<file path="src/rtl/handshake_rr_arbiter.sv">
// handshake_rr_arbiter: N-way round-robin ready/valid arbiter feeding one
// registered output stage tagged with the winning requester index.
// Ports: CLK, ASYNCRESETN (async, active low)
//   in_valid/in_ready/in_data  : N upstream lanes, lane i at [i*WIDTH +: WIDTH]
//   out_valid/out_ready        : downstream handshake
//   out_data/out_id            : registered payload and its source index
//   grant_count                : per-lane accepted-transfer counters
// Build option: HANDSHAKE_RR_ARBITER_STATS_EN enables saturating grant
// counters; without it grant_count is tied to zero.
module handshake_rr_arbiter #(
  parameter int N = 3,
  parameter int WIDTH = 4,
  parameter int CNT_WIDTH = 8,
  localparam int ID_WIDTH = $clog2(N)
) (
  input  logic                   CLK,
  input  logic                   ASYNCRESETN,
  input  logic [N-1:0]           in_valid,
  output logic [N-1:0]           in_ready,
  input  logic [N*WIDTH-1:0]     in_data,
  output logic                   out_valid,
  input  logic                   out_ready,
  output logic [WIDTH-1:0]       out_data,
  output logic [ID_WIDTH-1:0]    out_id,
  output logic [N*CNT_WIDTH-1:0] grant_count
);

  logic [ID_WIDTH-1:0] ptr;
  logic [ID_WIDTH-1:0] win_id;
  logic                win_vld;
  logic [WIDTH-1:0]    win_data;
  logic                can_accept;
  logic                up_xfer;

  // (p + k) mod N, where N need not be a power of two
  function automatic logic [ID_WIDTH-1:0] wrap(
    input logic [ID_WIDTH-1:0] p,
    input int                  k
  );
    logic [ID_WIDTH:0] s;
    s = {1'b0, p} + (ID_WIDTH+1)'(k);
    if (s >= (ID_WIDTH+1)'(N))
      s = s - (ID_WIDTH+1)'(N);
    return s[ID_WIDTH-1:0];
  endfunction

  // Scan from the far end back toward ptr so the
  // closest valid lane is the last one written.
  always_comb begin
    win_vld = 1'b0;
    win_id  = '0;
    for (int k = N - 1; k >= 0; k--) begin
      if (in_valid[wrap(ptr, k)]) begin
        win_vld = 1'b1;
        win_id  = wrap(ptr, k);
      end
    end
  end

  always_comb begin
    win_data = '0;
    for (int i = 0; i < N; i++)
      if (win_id == ID_WIDTH'(i))
        win_data = in_data[i*WIDTH +: WIDTH];
  end

  assign can_accept = ~out_valid | out_ready;
  assign up_xfer    = can_accept & win_vld & ASYNCRESETN;

  always_comb begin
    in_ready = '0;
    for (int i = 0; i < N; i++)
      in_ready[i] = up_xfer & (win_id == ID_WIDTH'(i));
  end

  always_ff @(posedge CLK or negedge ASYNCRESETN) begin
    if (!ASYNCRESETN) begin
      out_valid <= 1'b0;
      out_data  <= '0;
      out_id    <= '0;
      ptr       <= '0;
    end else if (up_xfer) begin
      out_valid <= 1'b1;
      out_data  <= win_data;
      out_id    <= win_id;
      ptr       <= wrap(win_id, 1);
    end else if (out_ready) begin
      out_valid <= 1'b0;
    end
  end

`ifdef HANDSHAKE_RR_ARBITER_STATS_EN
  logic [CNT_WIDTH-1:0] cnt [N];

  for (genvar g = 0; g < N; g++) begin : g_cnt
    always_ff @(posedge CLK or negedge ASYNCRESETN) begin
      if (!ASYNCRESETN)
        cnt[g] <= '0;
      else if (up_xfer && win_id == ID_WIDTH'(g) && cnt[g] != '1)
        cnt[g] <= cnt[g] + 1'b1;
    end
    assign grant_count[g*CNT_WIDTH +: CNT_WIDTH] = cnt[g];
  end
`else
  assign grant_count = '0;
`endif

endmodule

</file>
<file path="config.mk">
export PLATFORM = sky130hd
export DESIGN_NAME = handshake_rr_arbiter
export DESIGN_NICKNAME = d
export VERILOG_FILES = /design/src/rtl/handshake_rr_arbiter.sv
export SDC_FILE = /design/constraint.sdc
export NUM_CORES = 1
export LEC_CHECK = 0
export BUFFER_PORTS_ARGS = -buffer_cell sky130_fd_sc_hd__buf_4
export CORE_UTILIZATION = 40
export CTS_CLUSTER_SIZE = 24
export DETAILED_ROUTE_END_ITERATION = 10
export PLACE_DENSITY_LB_ADDON = 0.1
export SLEW_MARGIN = 10
export SYNTH_ARGS = -nofsm -noshare
export SYNTH_HDL_FRONTEND = slang
export SYNTH_SLANG_ARGS = --single-unit
</file>
<file path="constraint.sdc">
create_clock -name CLK -period 2.8 [get_ports CLK]
set_input_delay 0.28 -clock CLK [delete_from_list [all_inputs] [get_ports CLK]]
set_output_delay 0.28 -clock CLK [all_outputs]
set_load 0.02 [all_outputs]
</file>
==> impl_metrics.py, run 1 <==
metrics = {
    "status": {
        "outcome": "completed",
    },
    "global_routing": {
        "grt_overflow": 0,
        "grt_util_all_layers": 0.1341,
        "grt_pass1_vias": 568,
        "grt_start_max_net_pins": 13,
        "grt_antenna_before_repair": 0,
        "grt_pass1_wl_um": 2387,
    },
    "drt": {
        "drt-pass1-iter-count": 4,
        "drc": 0,
        "vias": 683,
        "vias_per_cell": 4.378,
        "wl_um": 1510,
        "final_antenna_net_count": 0,
        "drtIter0Drc": 4,
        "wl_per_cell_um": 9.679,
    },
    "synthesis": {
        "synthTopCellsByArea": "dfrtp_1, buf_4, ha_1, mux2_4, o21ai_0",
        "ys_warn_count": 0,
        "post-synth-top-area-fraction": 0.2568,
        "post-synth-top-area-cell": "dfrtp_1",
        "avgSynthCellArea_um2": 8.684,
        "synth_seq_cells": 9,
        "syn_inst": 101,
        "netlist_area_um2": 877.1,
        "seq_area_frac_synth": 0.2568,
        "synthDistinctLibCells": 27,
    },
    "clock_network": {
        "cts_max_level": 1,
        "path_clk_slew_ns": 0.06,
        "cts_tree": "done",
        "cts_made_buffers": 3,
        "clock-root-buffer": "clkbuf_4",
        "clkLatencyLatePin_ns": 0.26,
        "cts_buffer_depth": 2,
        "clock_sinks": 9,
    },
    "sta": {
        "min_period_over_period": 0.9349,
        "fin_setup_tns_ns": 0,
        "clock_skew_ns": 0.004424,
        "fmax_ghz": 0.3820,
        "setup_violations": 0,
        "holdWs_ns": 0.2911,
        "drv_slew": 0,
        "rsz0062_at_grt": "false",
        "fin_crit_ns": 2.618,
        "final-hold-violation-count": 0,
    },
    "placed_design": {
        "dp_hpwl_um": 1199,
        "port_buffers": 27,
        "gp_congestion": 0.7192,
    },
    "die": {
        "core_area_um2": 2002,
        "die_y_um": 48.83,
        "initial_core_util": 0.4381,
        "fp.dieW_um": 48.83,
        "rows": 16,
        "die_area_um2": 2384,
        "ios": 52,
    },
    "cells_and_area": {
        "finalNetCount": 154,
        "antenna_cells": 0,
        "final_common_cell": "buf_4",
        "final_cell_mix": "buf_4, conb_1, inv_1, dfrtp_1",
        "layout-drive-gt1-share": 0.3178,
        "synthToLayoutAreaGrowth_pct": 18.69,
    },
    "setup_path": {
        "crit_path_max_fanout": 9,
        "critPathArrivalTime_ns": 2.34,
        "reg2reg_depth": 10,
        "r2r_slack_ns": 0.25,
        "start_kind": "flip-flop",
        "r2r-end": "out_data[2]",
        "crit_type": "flip-flop to primary output",
        "reg2reg_from": "ptr[0]",
        "critPathRequiredTime_ns": 2.52,
        "crit_path_end_kind": "primary output",
    },
    "power_and_ir_drop": {
        "p_leak_nw": 0.5724,
        "vdd_drop_max_uv": 482.2,
        "power.density_nw_per_um2": 950.6,
    },
    "run": {
        "cap_violations": 0,
    },
    "worst_hold_path": {
        "min_from": "out_ready",
        "min_to": "out_valid",
        "hold_class": "input pin to flip-flop",
        "hold_depth": 3,
    },
}
final cells by class:
cell class | count | area, µm²
Clock buffer | 4 | 26.28
Tap cell | 27 | 33.78
Fill cell | 193 | 960.9
Timing Repair Buffer | 28 | 212.7
Sequential cell | 9 | 225.2
Inverter | 9 | 33.78
Multi-Input combinational cell | 79 | 509.2
flip-flops by register name (all words and copies together) (netlist names):
register	cells
out_valid	1
ptr	2
out_data	4
out_id	2
power by group:
group	total [mW]	switching [mW]	internal, mW	leakage, nW
sequential	0.222	0.0323	0.189	0.112
clock	0.102	0.0473	0.0550	0.0150
combinational	0.666	0.363	0.302	0.445
total	0.990	0.443	0.547	0.572
routing by layer:
layer  global-route usage  share of wire  vias up
met4              0.02941              0        0
met3              0.05607          0.081        0
li1                     -              -      342
met1               0.1670           0.46      299
met5                    0              0        -
met2               0.2153           0.45       42
worst max-delay path: stages, from the launching register on:
cell	delay [ns]
dfrtp_1	0.38
inv_1	0.10
ha_2	0.34
a21o_1	0.19
a221oi_2	0.34
inv_1	0.11
ha_1	0.31
inv_1	0.08
nor2_1	0.04
buf_4	0.16
worst max path at each step:
stage / start / slack [ns] / depth (start not counted) / end
global placement: ptr[1] / 0.21 / 11 / out_data[2]
finish: ptr[0] / 0.18 / 9 / in_ready[2]
floorplan: ptr[0] / 0.35 / 11 / out_data[2]
global route: ptr[0] / 0.02 / 9 / in_ready[2]
detailed placement: ptr[0] / 0.11 / 10 / out_data[2]
CTS: ptr[0] / 0.02 / 9 / in_ready[2]
cells by family after synthesis:
logic type                 Yosys count  share of synthesized area
other                                1                   0.004275
buffers and inverters               36                     0.2739
DFF                                  9                     0.2568
muxes                                9                     0.1284
AOI/OAI and AO/OA                   19                     0.1384
adders and majority gates            6                    0.08559
and+or+nand+nor                     21                     0.1127
metrics by stage:
| stage | std cells | power [mW] | area (µm²) | setup slack [ns] | utilization |
|---|---|---|---|---|---|
| final | 156 | 0.9896 | 1041 | 0.1823 | 0.5200 |
| after global routing | 156 | 1.075 | 1041 | 0.02423 | 0.5200 |
| after CTS | 156 | 0.9806 | 1030 | 0.02080 | 0.5144 |
| after detailed placement | 151 | 0.8705 | 993.5 | 0.1097 | 0.4963 |
| after global placement | 151 | 0.8665 | 993.5 | 0.2126 | 0.4963 |
| after floorplan | 124 | 0.7416 | 963.4 | 0.3500 | - |
cells in the mapped netlist, drive strengths merged:
master,number
a221oi,1
nor2b,2
o21ai,7
dfrtp,9
conb,1
nand2,7
inv,9
a22oi,3
nor2,7
o221a,1
nand2b,2
o21a,1
a21o,2
and2b,1
and3,1
nor3,1
mux2i,3
a21oi,4
mux2,6
buf,27
ha,6
timing repair:
action                                 4_1_cts  5_1_grt
endpoints found under the hold margin        9        0
setup buffers                                0        0
hold buffers                                 1        0
gates resized for setup                      0        3
setup endpoints to repair                    0        6
Note: power is estimated with default switching activity, not from simulation.
==> inputs of run 2 (changes only) <==
- BUFFER_PORTS_ARGS: -buffer_cell sky130_fd_sc_hd__buf_4 -> default
- DONT_BUFFER_PORTS: default -> 1
==> run 2 against run 1 <==
- clock-buffer cell count did not move
- sequential cell count did not move
- die area did not move
- first-iteration DRC count rose by 25%
- cell count fell by 16%
- sequential power rose by 28%
- critical path type unchanged
- critical endpoint is now in_ready[0]
==> impl_metrics.py, run 2 (synthesis gave the netlist of run 1 again) <==
metrics = {
    "status": {
        "outcome": "completed",
    },
    "cells_and_area": {
        "regMostFlops": "out_data",
        "synthToLayoutAreaGrowth_pct": -2.425,
        "antenna_cells": 0,
        "largest_reg_flops": 4,
        "multi_input_area_um2": 511.7,
        "reg.largest.list": "out_data x4, out_id x2, ptr x2",
        "n_fill_cell": 208,
        "final_cell_mix": "conb_1, inv_1, dfrtp_1",
        "final_cell_area_um2": 855.8,
        "finalNetCount": 129,
        "regArea_um2": 225.2,
        "layout-drive-gt1-share": 0.1635,
        "final_common_cell": "conb_1",
    },
    "drt": {
        "drt-pass1-iter-count": 3,
        "drtIter0Drc": 5,
        "wl_um": 1471,
        "drc": 0,
        "final_antenna_net_count": 0,
        "vias_per_cell": 4.527,
        "wl_per_cell_um": 11.23,
        "vias": 593,
    },
    "power_and_ir_drop": {
        "swShare": 0.4755,
        "power.share.clock": 0.111,
        "switching_power_mw": 0.4326,
        "vdd_drop_max_uv": 422.5,
        "power.density_nw_per_um2": 1063,
        "p_leak_nw": 0.4509,
        "pwr-share-comb": 0.576,
        "p_int_mw": 0.4771,
        "pwr-share-seq": 0.313,
    },
    "placed_design": {
        "placed_area_um2": 805.8,
        "dp_hpwl_um": 1151,
        "gp_congestion": 0.7069,
        "port_buffers": 0,
    },
    "die": {
        "core_area_um2": 2002,
        "initial_core_util": 0.4381,
        "die_area_um2": 2384,
        "die_y_um": 48.83,
        "fp.dieW_um": 48.83,
        "ios": 52,
        "rows": 16,
    },
    "clock_network": {
        "clkLatencyLatePin_ns": 0.26,
        "path_clk_slew_ns": 0.06,
        "clock_sinks": 9,
        "clock-root-buffer": "clkbuf_4",
        "cts_tree": "done",
        "cts_setup_buffers": 0,
        "cts_made_buffers": 3,
        "cts_buffer_depth": 2,
        "cts_max_level": 1,
    },
    "sta": {
        "fin_crit_ns": 2.595,
        "rsz0062_at_grt": "false",
        "clock_skew_ns": 0.002256,
        "drv_slew": 0,
        "fmax_ghz": 0.3853,
        "final-hold-violation-count": 0,
        "min_period_over_period": 0.9268,
        "setup_violations": 0,
        "fin_setup_tns_ns": 0,
    },
    "setup_path": {
        "critPathRequiredTime_ns": 2.52,
        "crit_path_max_fanout": 6,
        "critPathArrivalTime_ns": 2.32,
        "crit_type": "flip-flop to primary output",
        "crit_path_end_kind": "primary output",
        "start_kind": "flip-flop",
    },
    "global_routing": {
        "grt_overflow": 0,
        "grt_antenna_before_repair": 0,
        "grt_pass1_vias": 532,
        "grt_pass1_wl_um": 2428,
        "grt_util_all_layers": 0.1323,
        "grt_start_max_net_pins": 13,
    },
    "run": {
        "cap_violations": 0,
    },
    "worst_hold_path": {
        "hold_class": "input pin to flip-flop",
    },
}
[run 2: changes by cell type in the layout (fill, tap and decap cells not counted), sizes merged]
cell,delta
buf,-25
[run 2: critical path: stages (launching register included)]
cell and delay (ns):
dfrtp_1 0.35, inv_1 0.07, ha_1 0.37, buf_4 0.18
a21oi_1 0.12, nor2_1 0.06, o221a_2 0.29, inv_1 0.08
ha_1 0.17, inv_1 0.06, nor2_1 0.32
[run 2: final timing paths]
check | startpoint | to | slack [ns] | cells after the start
worst max-delay path | ptr[0] | in_ready[0] | 0.20 | 10
worst min-delay path | out_ready | out_valid | 0.21 | 2
worst max register to register | ptr[0] | out_data[2] | 0.26 | 13
worst min register to register | ptr[0] | ptr[0] | 0.59 | 2
max in group asynchronous | ASYNCRESETN | ptr[1] | 2.08 | 1
min in group asynchronous | ASYNCRESETN | out_data[3] | 0.41 | 1
[run 2: per-layer routing]
| metal | wire (µm) | GRT usage |
|---|---|---|
| met3 | 130 | 0.06231 |
| met4 | 0 | 0.01471 |
| met1 | 687 | 0.1696 |
| met2 | 653 | 0.2083 |
| met5 | 0 | 0 |
[run 2: metrics by stage]
step	cells	hold slack, ns	total power, mW	setup WS, ns	utilization
after global routing	131	0.2320	0.9992	0.008266	0.4275
final	131	0.2132	0.9098	0.2049	0.4275
after CTS	131	0.2134	0.9014	0.06132	0.4206
after floorplan	124	-0.01559	0.7416	0.3500	-
after detailed placement	126	-0.01537	0.7918	0.1297	0.4025
after global placement	126	-0.01535	0.7880	0.1931	0.4025
[run 2: repair_timing]
action | 4_1_cts | 5_1_grt
resized for setup | 0 | 4
setup endpoints to repair | 0 | 7
hold endpoints to repair | 9 | 0
hold buffers | 1 | 0
[run 2: power by group through the flow]
stage / combinational, mW / sequential, mW / clock, mW
finish: 0.524 / 0.285 / 0.101
global route: 0.593 / 0.291 / 0.115
CTS: 0.509 / 0.286 / 0.106
detailed placement: 0.503 / 0.289 / 0
global placement: 0.501 / 0.287 / 0
floorplan: 0.465 / 0.277 / 0
[run 2: area by class of cell]
class	count	share of cell area
timing repair buffer	3	0.02924
sequential	9	0.2632
clock buffer	4	0.03070
multi-input combinational	79	0.5980
inverter	9	0.03947
tap	27	0.03947
==> inputs of run 3 (changes only) <==
- ABC_AREA: default -> 1
==> run 3 against run 2 <==
- cell count is 22% higher
- combinational power is 51% higher
- sequential power is 2% lower
- critical path type unchanged
- critical endpoint is now in_ready[1]
- largest power group unchanged
==> impl_metrics.py, run 3 <==
metrics = {
    "status": {
        "outcome": "completed",
    },
    "cells_and_area": {
        "antenna_cells": 0,
        "multi_input_area_um2": 538.0,
        "regMostFlops": "out_data",
        "final_cell_mix": "nand2_1, conb_1, inv_1",
        "reg.largest.list": "out_data x4, out_id x2, ptr x2",
        "regArea_um2": 225.2,
        "n_fill_cell": 248,
        "synthToLayoutAreaGrowth_pct": -3.221,
        "finalNetCount": 157,
        "utilization": 0.4078,
        "largest_reg_flops": 4,
        "layout-drive-gt1-share": 0.1591,
        "final_common_cell": "nand2_1",
    },
    "sta": {
        "min_period_over_period": 0.9260,
        "holdWs_ns": 0.09132,
        "clock_skew_ns": 0.002246,
        "fin_crit_ns": 2.593,
        "final-hold-violation-count": 0,
        "drv_slew": 0,
        "fmax_ghz": 0.3857,
        "setup_violations": 0,
        "fin_setup_tns_ns": 0,
        "rsz0062_at_grt": "false",
    },
    "power_and_ir_drop": {
        "power.share.clock": 0.087,
        "swShare": 0.5637,
        "pwr-share-seq": 0.237,
        "p_int_mw": 0.5121,
        "p_leak_nw": 0.4966,
        "switching_power_mw": 0.6617,
        "vdd_drop_max_uv": 543.3,
        "power.density_nw_per_um2": 1301,
        "pwr-share-comb": 0.676,
    },
    "synthesis": {
        "seq_area_frac_synth": 0.2416,
        "synth_seq_cells": 9,
        "post-synth-top-area-fraction": 0.2416,
        "avgSynthCellArea_um2": 7.226,
        "synth-edff-count": 0,
        "yosysMostFrequentCell": "nand2_1",
        "syn_inst": 129,
        "synthDistinctLibCells": 20,
        "netlist_area_um2": 932.1,
        "async_reset_ff_frac": 1.000,
        "synthTopCellsByArea": "dfrtp_1, buf_4, nand2_1, ha_1, o21ai_2",
        "post-synth-top-area-cell": "dfrtp_1",
        "synthTopCellsByCount": "nand2_1, buf_4, inv_1",
        "synth-main-ff-cell": "dfrtp_1",
        "ys_warn_count": 0,
    },
    "worst_hold_path": {
        "hold_depth": 1,
        "hold_class": "input pin to flip-flop",
    },
    "drt": {
        "vias": 711,
        "wl_per_cell_um": 10.04,
        "drt-pass1-iter-count": 6,
        "drtIter0Drc": 18,
        "final_antenna_net_count": 0,
        "drc": 0,
        "vias_per_cell": 4.444,
        "wl_um": 1607,
    },
    "global_routing": {
        "grt.met3_usage": 0.05455,
        "grt_start_max_net_pins": 14,
        "grt_antenna_before_repair": 0,
        "grt_pass1_vias": 608,
        "grt_util_all_layers": 0.1407,
        "grtUsageMet1": 0.1929,
        "grt_pass1_wl_um": 2642,
        "grtUsageMet2": 0.1911,
        "busiest_layer": "met1",
        "grt_overflow": 0,
    },
    "die": {
        "die_area_um2": 2528,
        "rows": 17,
        "fp.dieW_um": 50.28,
        "core_area_um2": 2212,
        "ios": 52,
        "initial_core_util": 0.4214,
        "die_y_um": 50.28,
    },
    "run": {
        "cap_violations": 0,
    },
    "clock_network": {
        "clock-root-buffer": "clkbuf_4",
        "clkLatencyLatePin_ns": 0.26,
        "cts_max_level": 1,
        "cts_setup_buffers": 0,
        "cts_tree": "done",
        "cts_made_buffers": 3,
        "cts_buffer_depth": 2,
        "clock_sinks": 9,
        "path_clk_slew_ns": 0.06,
    },
    "setup_path": {
        "crit_type": "flip-flop to primary output",
        "critPathRequiredTime_ns": 2.52,
        "crit_path_max_fanout": 6,
        "start_kind": "flip-flop",
        "critPathArrivalTime_ns": 2.31,
        "crit_path_end_kind": "primary output",
        "reg2reg_depth": 15,
    },
    "placed_design": {
        "port_buffers": 0,
        "gp_congestion": 0.7662,
        "dp_hpwl_um": 1301,
    },
}
==> run 3: area by class of cell <==
type / count / area share
multi-input combinational: 101 / 0.5964
clock buffer: 4 / 0.02913
timing repair buffer: 2 / 0.01942
tap: 28 / 0.03883
inverter: 16 / 0.06657
sequential: 9 / 0.2497
==> run 3: worst paths after layout <==
path / startpoint / end / slack, ns
max: ptr[0] / in_ready[1] / 0.21
max reg2reg: ptr[1] / out_data[3] / 0.47
min reg2reg: ptr[0] / ptr[0] / 0.53
max in group asynchronous: ASYNCRESETN / out_data[3] / 2.10
min: out_ready / out_valid / 0.09
min in group asynchronous: ASYNCRESETN / out_data[2] / 0.40
==> run 3: stage by stage <==
step,setup slack [ns],power (mW),std cells,area [µm²]
floorplan,0.6311,0.9766,152,1018
CTS,0.1128,1.170,160,894.6
global placement,0.4442,1.065,155,858.3
global route,0.01311,1.328,160,902.1
finish,0.2071,1.174,160,902.1
detailed placement,0.4144,1.060,155,858.3
==> run 3: what timing repair did <==
action	CTS	global route
resized for setup	0	3
hold buffers	1	0
setup endpoints to repair	0	2
endpoints found under the hold margin	9	0
==> run 3: layer usage <==
metal  wire length (µm)  part of all wire
met1                765              0.48
met2                730              0.45
met3                112             0.070
met4                  0                 0
met5                  0                 0
==> run 3: cell families (layout without fill, tap and decap cells) <==
group	after synthesis	count (layout)	share of synthesized area
DFF	9	9	0.2416
and+or+nand+nor	50	50	0.2416
buffers and inverters	42	22	0.2819
AOI/OAI and AO/OA	21	21	0.1503
adders and majority gates	6	6	0.08053
other	1	24	0.004023
==> run 3: power by group through the flow <==
| stage | clock network [mW] | logic [mW] | registers [mW] |
|---|---|---|---|
| floorplan | 0 | 0.704 | 0.272 |
| global placement | 0 | 0.784 | 0.280 |
| detailed placement | 0 | 0.778 | 0.282 |
| CTS | 0.106 | 0.784 | 0.280 |
| global route | 0.115 | 0.926 | 0.286 |
| finish | 0.102 | 0.793 | 0.278 |
==> run 3: critical path, stage by stage, from the launching register on <==
cell and delay [ns]:
dfrtp_1 0.38, inv_1 0.07, ha_1 0.34, inv_2 0.08
nand3_2 0.08, o21ai_0 0.08, inv_1 0.06, nand2_1 0.04
o21ai_1 0.22, ha_2 0.31, inv_1 0.12, nor2_2 0.25
